--- config.mk ---
export PLATFORM = sky130hd
export DESIGN_NAME = fsm_seq_detect_param
export DESIGN_NICKNAME = d
export VERILOG_FILES = /design/src/rtl/fsm_seq_detect_param.sv
export SDC_FILE = /design/constraint.sdc
export NUM_CORES = 1
export LEC_CHECK = 0
export ABC_AREA = 1
export CAP_MARGIN = 15
export CORE_AREA = 2 2 53 55
export DETAILED_ROUTE_END_ITERATION = 16
export DIE_AREA = 0 0 55 57
export HOLD_SLACK_MARGIN = 0.02
export PLACE_DENSITY = 0.83
export SLEW_MARGIN = 20
export SYNTH_ARGS = -nofsm -noshare
export SYNTH_HDL_FRONTEND = slang
export SYNTH_SLANG_ARGS = --single-unit
--- constraint.sdc ---
create_clock -name clk -period 1.5 [get_ports clk]
set_input_delay 0.3 -clock clk [delete_from_list [all_inputs] [get_ports clk]]
set_output_delay 0.3 -clock clk [all_outputs]
set_load 0.03 [all_outputs]
--- src/rtl/fsm_seq_detect_param.sv ---
// fsm_seq_detect_param: serial pattern detector over the last PAT_LEN accepted bits.
// y0 is the same-cycle (Mealy) match and y1 the registered (Moore) HIT flag.
// hit_cnt is a saturating match counter with a synchronous clear.
module fsm_seq_detect_param #(
  parameter int PAT_LEN = 4,
  parameter int CNT_W   = 8
) (
  input  logic               clk,
  input  logic               reset,
  input  logic               en,
  input  logic               din,
  input  logic [PAT_LEN-1:0] pattern,
  input  logic               overlap,
  input  logic               clr_cnt,
  output logic               y0,
  output logic               y1,
  output logic [CNT_W-1:0]   hit_cnt,
  output logic [1:0]         st
);

  typedef enum logic [1:0] {
    IDLE  = 2'd0,
    FILL  = 2'd1,
    ARMED = 2'd2,
    HIT   = 2'd3
  } state_t;

  // fill saturates here: the history is full and every new sample completes a window
  localparam logic [4:0]       FULL    = 5'(PAT_LEN - 1);
  localparam logic [CNT_W-1:0] CNT_MAX = '1;

  state_t             state, state_nxt;
  logic [PAT_LEN-2:0] hist, hist_nxt;
  logic [4:0]         fill, fill_nxt;
  logic [PAT_LEN-1:0] win;

  // Newest bit sits at the LSB, so pattern[PAT_LEN-1] lines up with the oldest bit.
  assign win = {hist, din};
  assign y0  = en && (fill == FULL) && (win == pattern);
  assign st  = state;

  // Next history/fill and next state; a non-overlapping match throws the window away.
  always_comb begin
    hist_nxt = hist;
    fill_nxt = fill;
    if (en) begin
      hist_nxt = win[PAT_LEN-2:0];
      if (y0 && overlap) begin
        fill_nxt = FULL;
      end else if (y0) begin
        fill_nxt = '0;
        hist_nxt = '0;
      end else if (fill < FULL) begin
        fill_nxt = fill + 5'd1;
      end
    end
    // With en=0 outside HIT, fill holds, so the decode reproduces the current state.
    if (y0)                  state_nxt = HIT;
    else if (fill_nxt == '0) state_nxt = IDLE;
    else if (fill_nxt < FULL) state_nxt = FILL;
    else                     state_nxt = ARMED;
  end

  // State, history and registered Moore flag; reset discards any partial window.
  always_ff @(posedge clk or negedge reset) begin
    if (!reset) begin
      state <= IDLE;
      hist  <= '0;
      fill  <= '0;
      y1    <= 1'b0;
    end else begin
      state <= state_nxt;
      hist  <= hist_nxt;
      fill  <= fill_nxt;
      y1    <= (state_nxt == HIT);
    end
  end

  // Saturating hit counter; clear takes priority over a coincident match.
  always_ff @(posedge clk or negedge reset) begin
    if (!reset) begin
      hit_cnt <= '0;
    end else if (clr_cnt) begin
      hit_cnt <= '0;
    end else if (y0 && (hit_cnt != CNT_MAX)) begin
      hit_cnt <= hit_cnt + 1'b1;
    end
  end

endmodule

==> summary.md, run 1 <==
| Metric | Value |
|---|---|
| Status | `finished with violations` |
| Failing checks | `negative setup slack` |
| Number of library cell types mapped by synthesis | `26` |
| Sequential cell area | `478 sq um` |
| IO buf count | `21` |
| CP endpoint kind | `primary output` |
| Area of the multi-input gates | `559 sq um` |
| Period minus WS final | `1680 ps` |
| Root buffer cell | `clkbuf_4` |
| Synth top area share | `0.431` |
| Hold WS | `317 ps` |
| Drt first pass iters | `4` |
| DRC | `0` |
| Num CTS Buffers | `3` |
| Vias per cell | `4.85` |
| Cells after Synth | `134` |
| Initial antenna violation count | `0` |
| Gr usage total | `0.189` |
| Critical Path AT | `1380 ps` |
| Global placement routability congestion | `0.908` |
| Final-report setup violation count | `13` |
| Crit share post-route | `1.12` |
| Worst hold-check path type | `in2async` |
| # hold bufs at CTS | `0` |
| Worst-path clk slew | `120 ps` |
| Max Freq | `596 MHz` |
| Flop2flop setup slack | `-130 ps` |
| Fin. max-slew vios | `0` |
| Remaining global-route overflow | `0` |
| Slew at the pin with the worst max-slew slack | `310 ps` |
| Longest Clk Path Bufs | `2` |
| Final net count | `189` |
| Largest cells by area after synthesis | `dfrtp_1, nand2_1, inv_1` |
| CP required | `1200 ps` |
| Max-cap violations | `0` |
| Syn_area_per_cell | `8.23 sq um` |
| Initial DRC Count | `17` |
| Register bit count reported by yosys | `19` |
| N_diodes | `0` |
| Post-Route WL | `2.56 mm` |
| Clock sinks | `19` |
| Layout area overhead | `42.2%` |
| Area leader, netlist | `dfrtp_1` |
| CTS tree | `done` |
| Relative slew slack | `0.792` |
| Clk_lat worst skew | `300 ps` |
| Routed WL per cell | `12.4 um` |
| Die Span X | `55 um` |
| Core ar. | `0.00262 sq mm` |
| Fillers | `249` |
| Final Hold Violating Endpoints | `0` |
| Htree depth | `1` |
| Largest net degree at the start of global routing | `20` |
| Initial Util | `0.422` |
| Crit path setup slack, layout | `-179 ps` |
| Hpwl dp | `1.81 mm` |
| Syn_nets | `146` |
| Share of cells above drive strength 1 | `0.409` |
| Post-synthesis sequential area ratio | `0.431` |
| Crit path launch type | `flop` |
| Max VDD drop | `0.973 mV` |
| Height of the chip | `57 um` |
| First-pass GRT wire length | `4.38 mm` |
| R2R Path Start | `fill[3]$_DFF_PN0_` |
| I/O pin count | `22` |
| Leakage | `0.000826 uW` |
| Worst setup path startpoint | `fill[3]$_DFF_PN0_` |
| Via count of the routed design | `1,004` |
| Post-synth ARST share | `1.00` |
| Row cnt | `19` |
| Ys Warns | `0` |
| Post-synth EDFFs | `0` |
| Worst r2r dst | `fill[0]$_DFF_PN0_` |
| Synth cell count leaders | `nand2_1, inv_1, dfrtp_1` |
| Vias in the first global route | `1,046` |
| Worst Path Class, Setup | `reg2out` |
| Most common cell in the netlist | `nand2_1` |
| Power density over cell area | `973 mW/mm^2` |
| R2R depth | `9` |
| Setup total negative slack | `-1060 ps` |
| DIE AREA | `0.00314 sq mm` |
| Unrepaired setup endpoints after global routing | `yes` |
| Post-synth top flop | `dfrtp_1` |
| Mapped Area | `0.00110 sq mm` |
| Antenna-violating nets left | `0` |
| Layout Skew | `9.17 ps` |
| CP max FO | `4` |
[report_power, final]
| group | internal (uW) | switching [uW] |
|---|---|---|
| Sequential | 576 | 34.3 |
| Combinational | 289 | 353 |
| Clock | 99.4 | 174 |
[cell families (layout without fill, tap and decap cells)]
group                      after synthesis  in the layout  synth area share
and+or+nand+nor                         65             65             0.321
xor gates and xnor gates                 3              3            0.0238
DFF                                     19             19             0.431
adders and majority gates                2              2            0.0227
AOI/OAI and AO/OA                       15             15            0.0817
buffers and inverters                   30             72             0.119
[through the flow]
step                utilization  std cells  total power [uW]  area [sq um]  setup WS (ps)
finish                    0.600        207              1530          1570           -179
global route              0.600        207              1640          1570           -237
CTS                       0.581        205              1510          1520           -183
detailed placement        0.545        196              1200          1430           -357
global placement          0.545        196              1180          1430           -314
floorplan                     -        134               953          1110          -2.77
[cell usage in the layout, fill, tap and decap left out, types with 4 or more instances in the layout]
| cell type | n |
|---|---|
| buf_4 | 17 |
| buf_6 | 4 |
| clkdlybuf4s50_1 | 5 |
| dfrtp_1 | 17 |
| dlygate4sd2_1 | 12 |
| inv_1 | 18 |
| inv_2 | 7 |
| nand2_1 | 21 |
| nand2_2 | 13 |
| nand3_1 | 8 |
| nor2_1 | 7 |
| nor2_4 | 6 |
| o21ai_2 | 5 |
[repair_timing]
action,4_1_cts,5_1_grt
gates cloned,0,0
pin swaps,13,6
buffers inserted,5,2
gates resized for setup,31,15
setup endpoints to repair,15,18
endpoints found under the hold margin,0,0
[flip-flops by register name, summed over array words and instances (netlist names)]
signal   flops
hist         3
fill         5
hit_cnt      8
st           2
y1           1
[per-layer routing]
layer	GRT usage	vias to the layer above	routed length (um)
li1	-	501	-
met1	0.232	473	1040
met2	0.321	28	1380
met3	0.0288	2	123
met4	0.0801	0	14
met5	0	-	0
[how the worst max path moves through the flow]
stage	to	slack [ps]	cells past startpoint
after floorplan	st[1]$_DFF_PN0_	-3	8
after global placement	y0	-310	8
after detailed placement	y0	-360	8
after CTS	y0	-180	6
after global routing	y0	-240	6
final	y0	-180	6
[area by class of cell]
class,instances,area share
multi-input cells,85,0.357
flip-flops and latches,19,0.305
repair buffers,41,0.227
inverters,27,0.0694
well taps,31,0.0247
clock buffers,3,0.0144
clock inverters,1,0.00319
[critical path, cell delays in order, from the launching register on]
cell and delay [ps]:
dfrtp_1 420, nor2_4 130, nand2_2 70, nor2_4 140
nand3_4 100, inv_4 80, buf_6 130
Power figures use the tool's default switching activity.
==> run 2: changes to the inputs <==
GPL_TIMING_DRIVEN = 0   (was default)
==> run 2 against run 1 <==
Compared with the run above: the flow still finishes with violations (negative setup slack); combinational power increased by 9.2%; setup slack lost 16 ps; global-route usage shrank 0.10 points; worst hold slack worse by 67 ps; count of clock-buffer cells in the layout did not move; die area unchanged; largest cell class unchanged; largest power group unchanged; highest routed layer unchanged.
==> summary.md, run 2 (synthesis results as in run 1) <==
| Metric | Value |
|---|---|
| Crit path launch type | `flop` |
| Finished Layout Cells | `204 (-1.4%)` |
| Max Freq | `590 MHz (-0.92%)` |
| Worst Path Class, Setup | `reg2out` |
| Vias per cell | `4.95 (+2.1%)` |
| IO buf count | `20 (-4.8%)` |
| Int Power | `969 uW (+0.51%)` |
| Clk_lat worst skew | `300 ps (about the same)` |
| Power density over cell area | `1010 mW/mm^2 (+3.5%)` |
| Max VDD drop | `0.940 mV (-3.4%)` |
| CP required | `1200 ps (about the same)` |
| Flop2flop setup slack | `-170 ps (-40 ps)` |
| Fillers | `234 (-6.0%)` |
| Drt first pass iters | `4 (unchanged)` |
| Slowest cell on crit path | `dfrtp_1` |
| Clock sinks | `19 (unchanged)` |
| Leakage | `0.000806 uW (-2.5%)` |
| Crit path setup slack, layout | `-194 ps (-15.5 ps)` |
| Sequential cell area | `478 sq um (unchanged)` |
| CP endpoint kind | `primary output` |
| Critical Path AT | `1390 ps (about the same)` |
| Buf/Inv on CP | `2 (unchanged)` |
| DRC | `0 (unchanged)` |
| Core ar. | `0.00262 sq mm (unchanged)` |
| Delay-heaviest family, CP | `flip-flops` |
| Layout Skew | `12.1 ps (+2.92 ps)` |
| Initial Util | `0.422 (unchanged)` |
| Longest Clk Path Bufs | `2 (unchanged)` |
| Logic pwr share | `0.444 (+0.023)` |
| Relative slew slack | `0.412 (-0.380)` |
| Vias in the first global route | `1,029 (-1.6%)` |
| Gr usage total | `0.188 (-0.00102)` |
| Remaining global-route overflow | `0 (unchanged)` |
| Clk pwr share | `0.166 (-0.013)` |
| Register with the most flip-flops | `hit_cnt` |
| Hpwl dp | `1.63 mm (-9.9%)` |
| Routed WL per cell | `13.0 um (+4.9%)` |
| Area of the multi-input gates | `574 sq um (+2.7%)` |
| Root buffer cell | `clkbuf_4` |
| N_diodes | `0 (unchanged)` |
| Final Util | `0.600 (unchanged)` |
| Global placement routability congestion | `0.806 (-11%)` |
| Worst hold-check path type | `in2reg` |
| Initial antenna violation count | `0 (unchanged)` |
| Status | `finished with violations` |
| Antenna-violating nets left | `0 (unchanged)` |
| CTS tree | `done` |
| Slowest cell delay on critical path | `400 ps (-20 ps)` |
| Final-report setup violation count | `15 (+2)` |
| Failing checks | `negative setup slack` |
| Switching share of total power | `0.386 (+0.0182)` |
| First-pass GRT wire length | `4.29 mm (-2.1%)` |
| Largest net degree at the start of global routing | `20 (unchanged)` |
| Max reg flops | `8 (unchanged)` |
| DIE AREA | `0.00314 sq mm (unchanged)` |
| Placed insts | `185 (-5.6%)` |
| Crit share post-route | `1.13 (+0.0104)` |
| Row cnt | `19 (unchanged)` |
| Via count of the routed design | `1,010 (+0.60%)` |
| Hold WS | `250 ps (-67.4 ps)` |
| Sequential Power Share | `0.390 (-0.010)` |
| Num CTS Buffers | `3 (unchanged)` |
| Worst-path clk slew | `120 ps (about the same)` |
| CP max FO | `2 (-2)` |
| Die Span X | `55 um (unchanged)` |
| Unrepaired setup endpoints after global routing | `yes` |
| Initial DRC Count | `18 (+1)` |
| Post-Route WL | `2.65 mm (+3.4%)` |
| Final Hold Violating Endpoints | `0 (unchanged)` |
| Share of cells above drive strength 1 | `0.416 (+0.00709)` |
| Max-cap violations | `0 (unchanged)` |
| Critical-path cell list | `ha_2 > nand2_4 > nor2_4 > nand3_4 > inv_4 > buf_6` |
| Top flop regs | `hit_cnt: 8 flops, fill: 5 flops, hist: 3 flops` |
| Commonest cells after routing, fill and taps aside | `nand2_1, inv_1, dfrtp_1, nand2_2, dlygate4sd2_1` |
| Layout area overhead | `42.2% (unchanged)` |
| Height of the chip | `57 um (unchanged)` |
| Fin. max-slew vios | `0 (unchanged)` |
| Psw | `609 uW (+8.6%)` |
| Htree depth | `1 (unchanged)` |
| Most common cell after layout, fill and taps aside | `nand2_1` |
| Period minus WS final | `1690 ps (+15.5 ps)` |
| Total power after layout | `1580 uW (+3.5%)` |
| I/O pin count | `22 (unchanged)` |
| Final net count | `186 (-1.6%)` |
| Slew at the pin with the worst max-slew slack | `879 ps (+569 ps)` |
run 2: cell count changes in the layout (fill, tap and decap cells not counted), sizes merged:
| cell | before | now |
|---|---|---|
| buf | 21 | 17 |
| dlygate4sd2 | 12 | 13 |
| dlygate4sd3 | 0 | 1 |
| clkbuf | 4 | 5 |
| dlymetal6s2s | 1 | 0 |
| clkdlybuf4s50 | 5 | 4 |
run 2: power groups by stage:
| stage | clock network [uW] | registers (uW) | logic (uW) |
|---|---|---|---|
| 3_3_place_gp | 0 | 630 | 435 |
| 5_1_grt | 297 | 624 | 759 |
| 6_report | 262 | 616 | 701 |
| 3_5_place_dp | 0 | 633 | 466 |
| 2_1_floorplan | 0 | 659 | 294 |
| 4_1_cts | 270 | 612 | 596 |
run 2: final timing paths:
kind,cells after the start,start,to
setup / recovery,6,fill[0]$_DFF_PN0_,y0
setup reg to reg,11,fill[0]$_DFF_PN0_,hit_cnt[4]$_DFFE_PN0P_
hold / removal,2,en,hist[1]$_DFFE_PN0P_
min in group asynchronous,1,reset,fill[1]$_DFF_PN0_
max in group asynchronous,1,reset,hit_cnt[1]$_DFFE_PN0P_
hold reg to reg,1,fill[4]$_DFF_PN0_,fill[4]$_DFF_PN0_
run 2: cell type report:
class / instances / area share
Clock buffer: 3 / 0.0144
Buffer: 3 / 0.0160
Timing Repair Buffer: 35 / 0.201
Inverter: 27 / 0.0694
Sequential cell: 19 / 0.305
Tap cell: 31 / 0.0247
Clock inverter: 1 / 0.00319
Multi-Input combinational cell: 85 / 0.366
run 2: metrics by stage:
step | worst slack (ps) | cell area (sq um) | TNS [ps]
floorplan | -2.77 | 1110 | -2.77
global placement | -818 | 1350 | -3970
detailed placement | -854 | 1350 | -4890
CTS | -171 | 1520 | -762
global route | -269 | 1570 | -2600
finish | -194 | 1570 | -1410
run 2: repair_timing:
item / in CTS / in global routing
gates resized for setup: 44 / 15
pin swaps: 16 / 11
hold buffers: 0 / 0
buffers inserted: 14 / 3
endpoints found under the setup margin: 22 / 17
run 2: routing by layer:
metal | GRT usage | share of wire
met1 | 0.206 | 0.39
met3 | 0.0288 | 0.034
met5 | 0 | 0
met4 | 0.0836 | 0.024
met2 | 0.342 | 0.55
==> run 3: changes to the inputs <==
PLACE_DENSITY = 0.72   (was 0.83)
==> run 3 against run 2 <==
Compared with the run above: the flow still finishes with violations (negative setup slack); total power increased by 0.77%; die area is the same; clock skew decreased by 6.5 ps; core utilization decreased by 0.19 points; via count is 0.89% lower; clock power is essentially flat; sequential share of layout area rose by 0.098 points.
==> summary.md, run 3 (synthesis results as in run 1) <==
| Metric | Value |
|---|---|
| Htree depth | `1 (unchanged)` |
| Slew at the pin with the worst max-slew slack | `874 ps (-5.34 ps)` |
| Crit path to | `y0` |
| Leakage | `0.000820 uW (+1.8%)` |
| Hpwl dp | `1.68 mm (+3.3%)` |
| N_diodes | `0 (unchanged)` |
| Status | `finished with violations` |
| Period minus WS final | `1670 ps (-27.0 ps)` |
| Top flop regs | `hit_cnt: 8 flops, fill: 5 flops, hist: 3 flops` |
| Final net count | `186 (unchanged)` |
| Gr usage total | `0.177 (-0.0108)` |
| Most common cell after layout, fill and taps aside | `nand2_1` |
| Max reg flops | `8 (unchanged)` |
| Stages on worst setup path | `6 (unchanged)` |
| Initial Util | `0.422 (unchanged)` |
| Routed WL per cell | `12.9 um (-0.42%)` |
| Psw | `617 uW (+1.2%)` |
| Clk_lat worst skew | `300 ps (about the same)` |
| Delay-heaviest family, CP | `flip-flops` |
| Max Freq | `600 MHz (+1.6%)` |
| CP endpoint kind | `primary output` |
| Core ar. | `0.00262 sq mm (unchanged)` |
| Drt first pass iters | `4 (unchanged)` |
| Longest Clk Path Bufs | `2 (unchanged)` |
| Crit share post-route | `1.11 (-0.0180)` |
| Final Instance Area | `0.00156 sq mm (-0.32%)` |
| Layout Skew | `5.55 ps (-6.53 ps)` |
| Post-Route WL | `2.64 mm (-0.42%)` |
| CP required | `1200 ps (about the same)` |
| I/O pin count | `22 (unchanged)` |
| DIE AREA | `0.00314 sq mm (unchanged)` |
| Register with the most flip-flops | `hit_cnt` |
| Relative slew slack | `0.416 (+0.00357)` |
| Worst Path Class, Setup | `reg2out` |
| Layout area overhead | `41.8%` |
| CTS tree | `done` |
| Die Span X | `55 um (unchanged)` |
| Share of cells above drive strength 1 | `0.416 (unchanged)` |
| Max VDD drop | `0.863 mV (-8.2%)` |
| Row cnt | `19 (unchanged)` |
| Power density over cell area | `1020 mW/mm^2 (+1.1%)` |
| Logic pwr share | `0.452 (+0.008)` |
| Final Hold Violating Endpoints | `0 (unchanged)` |
| Remaining global-route overflow | `0 (unchanged)` |
| Slowest cell on crit path | `dfrtp_1` |
| R2R Path Start | `fill[0]$_DFF_PN0_` |
| Antenna-violating nets left | `0 (unchanged)` |
| Total power after layout | `1590 uW (+0.77%)` |
| Root buffer cell | `clkbuf_4` |
| Buf/Inv on CP | `2 (unchanged)` |
| Unrepaired setup endpoints after global routing | `yes` |
| CP max FO | `2 (unchanged)` |
| Initial DRC Count | `8 (-10)` |
| Critical Path AT | `1370 ps (-20 ps)` |
| # hold bufs at CTS | `0 (unchanged)` |
| Height of the chip | `57 um (unchanged)` |
| Clk pwr share | `0.164 (-0.002)` |
| DRC | `0 (unchanged)` |
| Slowest cell delay on critical path | `390 ps (about the same)` |
| Worst setup path startpoint | `fill[0]$_DFF_PN0_` |
| Vias in the first global route | `1,035 (+0.58%)` |
| Crit path setup slack, layout | `-167 ps (+27.0 ps)` |
| Worst hold-check path type | `in2reg` |
| Failing checks | `negative setup slack` |
| Largest net degree at the start of global routing | `20 (unchanged)` |
| Crit path launch type | `flop` |
| Vias per cell | `4.91 (-0.89%)` |
| Worst-path clk slew | `110 ps (about the same)` |
| Int Power | `974 uW (+0.51%)` |
| Worst r2r dst | `st[0]$_DFF_PN0_` |
| Area after DPL | `0.00135 sq mm (unchanged)` |
| R2R depth | `12 (+1)` |
| Final-report setup violation count | `16 (+1)` |
| IO buf count | `20 (unchanged)` |
| Critical-path cell list | `ha_2 > nand2_4 > nor2_4 > nand3_4 > inv_4 > buf_6` |
| Initial antenna violation count | `0 (unchanged)` |
| Flop2flop setup slack | `-140 ps (+30 ps)` |
| Max-cap violations | `0 (unchanged)` |
| Switching share of total power | `0.388 (+0.00161)` |
| Fin. max-slew vios | `0 (unchanged)` |
| First-pass GRT wire length | `4.14 mm (-3.5%)` |
| Global placement routability congestion | `0.823 (+2.1%)` |
| Num CTS Buffers | `3 (unchanged)` |
| Via count of the routed design | `1,001 (-0.89%)` |
| Sequential Power Share | `0.384 (-0.006)` |
| Commonest cells after routing, fill and taps aside | `nand2_1, inv_1, dfrtp_1, nand2_2, dlygate4sd2_1` |
| Clock sinks | `19 (unchanged)` |
-- run 3: cell types whose count changed in the layout (fill, tap and decap cells not counted), sizes merged --
| cell | before | now |
|---|---|---|
| dlygate4sd2 | 13 | 14 |
| clkdlybuf4s15 | 1 | 0 |
-- run 3: area by class of cell --
type,instances,area (sq um)
flip-flops and latches,19,478
clock buffers,3,22.5
well taps,31,38.8
fillers,243,1050
multi-input cells,85,586
plain buffers,3,25.0
clock inverters,1,5.00
repair buffers,35,299
inverters,27,109
-- run 3: power by group through the flow --
stage / logic [uW] / clock network [uW] / registers [uW]
6_report: 719 / 260 / 612
5_1_grt: 783 / 294 / 618
4_1_cts: 571 / 269 / 612
3_5_place_dp: 461 / 0 / 635
3_3_place_gp: 443 / 0 / 627
2_1_floorplan: 294 / 0 / 659
-- run 3: worst min-delay path by stage --
stage	from	end	slack, ps	cells past startpoint
2_1_floorplan	reset	fill[0]$_DFF_PN0_	4	0
4_1_cts	en	hist[1]$_DFFE_PN0P_	220	2
5_1_grt	en	hist[2]$_DFFE_PN0P_	230	2
6_report	en	hist[1]$_DFFE_PN0P_	230	2
3_3_place_gp	fill[4]$_DFF_PN0_	fill[4]$_DFF_PN0_	500	1
3_5_place_dp	fill[4]$_DFF_PN0_	fill[4]$_DFF_PN0_	510	1
-- run 3: metrics by stage --
stage	hold WS, ps	utilization	std cells	TNS [ps]	setup WS, ps
CTS	225	0.565	199	-337	-173
detailed placement	508	0.515	185	-5070	-849
global route	228	0.598	204	-2580	-240
floorplan	4.41	-	134	-2.77	-2.77
global placement	500	0.515	185	-4100	-803
finish	230	0.598	204	-1290	-167
-- run 3: what timing repair did --
item | in CTS | in global routing
resized for setup | 39 | 15
endpoints found under the setup margin | 22 | 16
pin swaps | 14 | 9
setup buffers | 10 | 5
-- run 3: routing by layer --
| metal | part of all wire | global-route usage | wire length, um | vias to the layer above |
|---|---|---|---|---|
| met5 | 0 | 0 | 0 | - |
| met1 | 0.35 | 0.182 | 922 | 473 |
| met3 | 0.050 | 0.0366 | 133 | 7 |
| met4 | 0.020 | 0.0801 | 53 | 0 |
| met2 | 0.58 | 0.328 | 1530 | 28 |
| li1 | - | - | - | 493 |
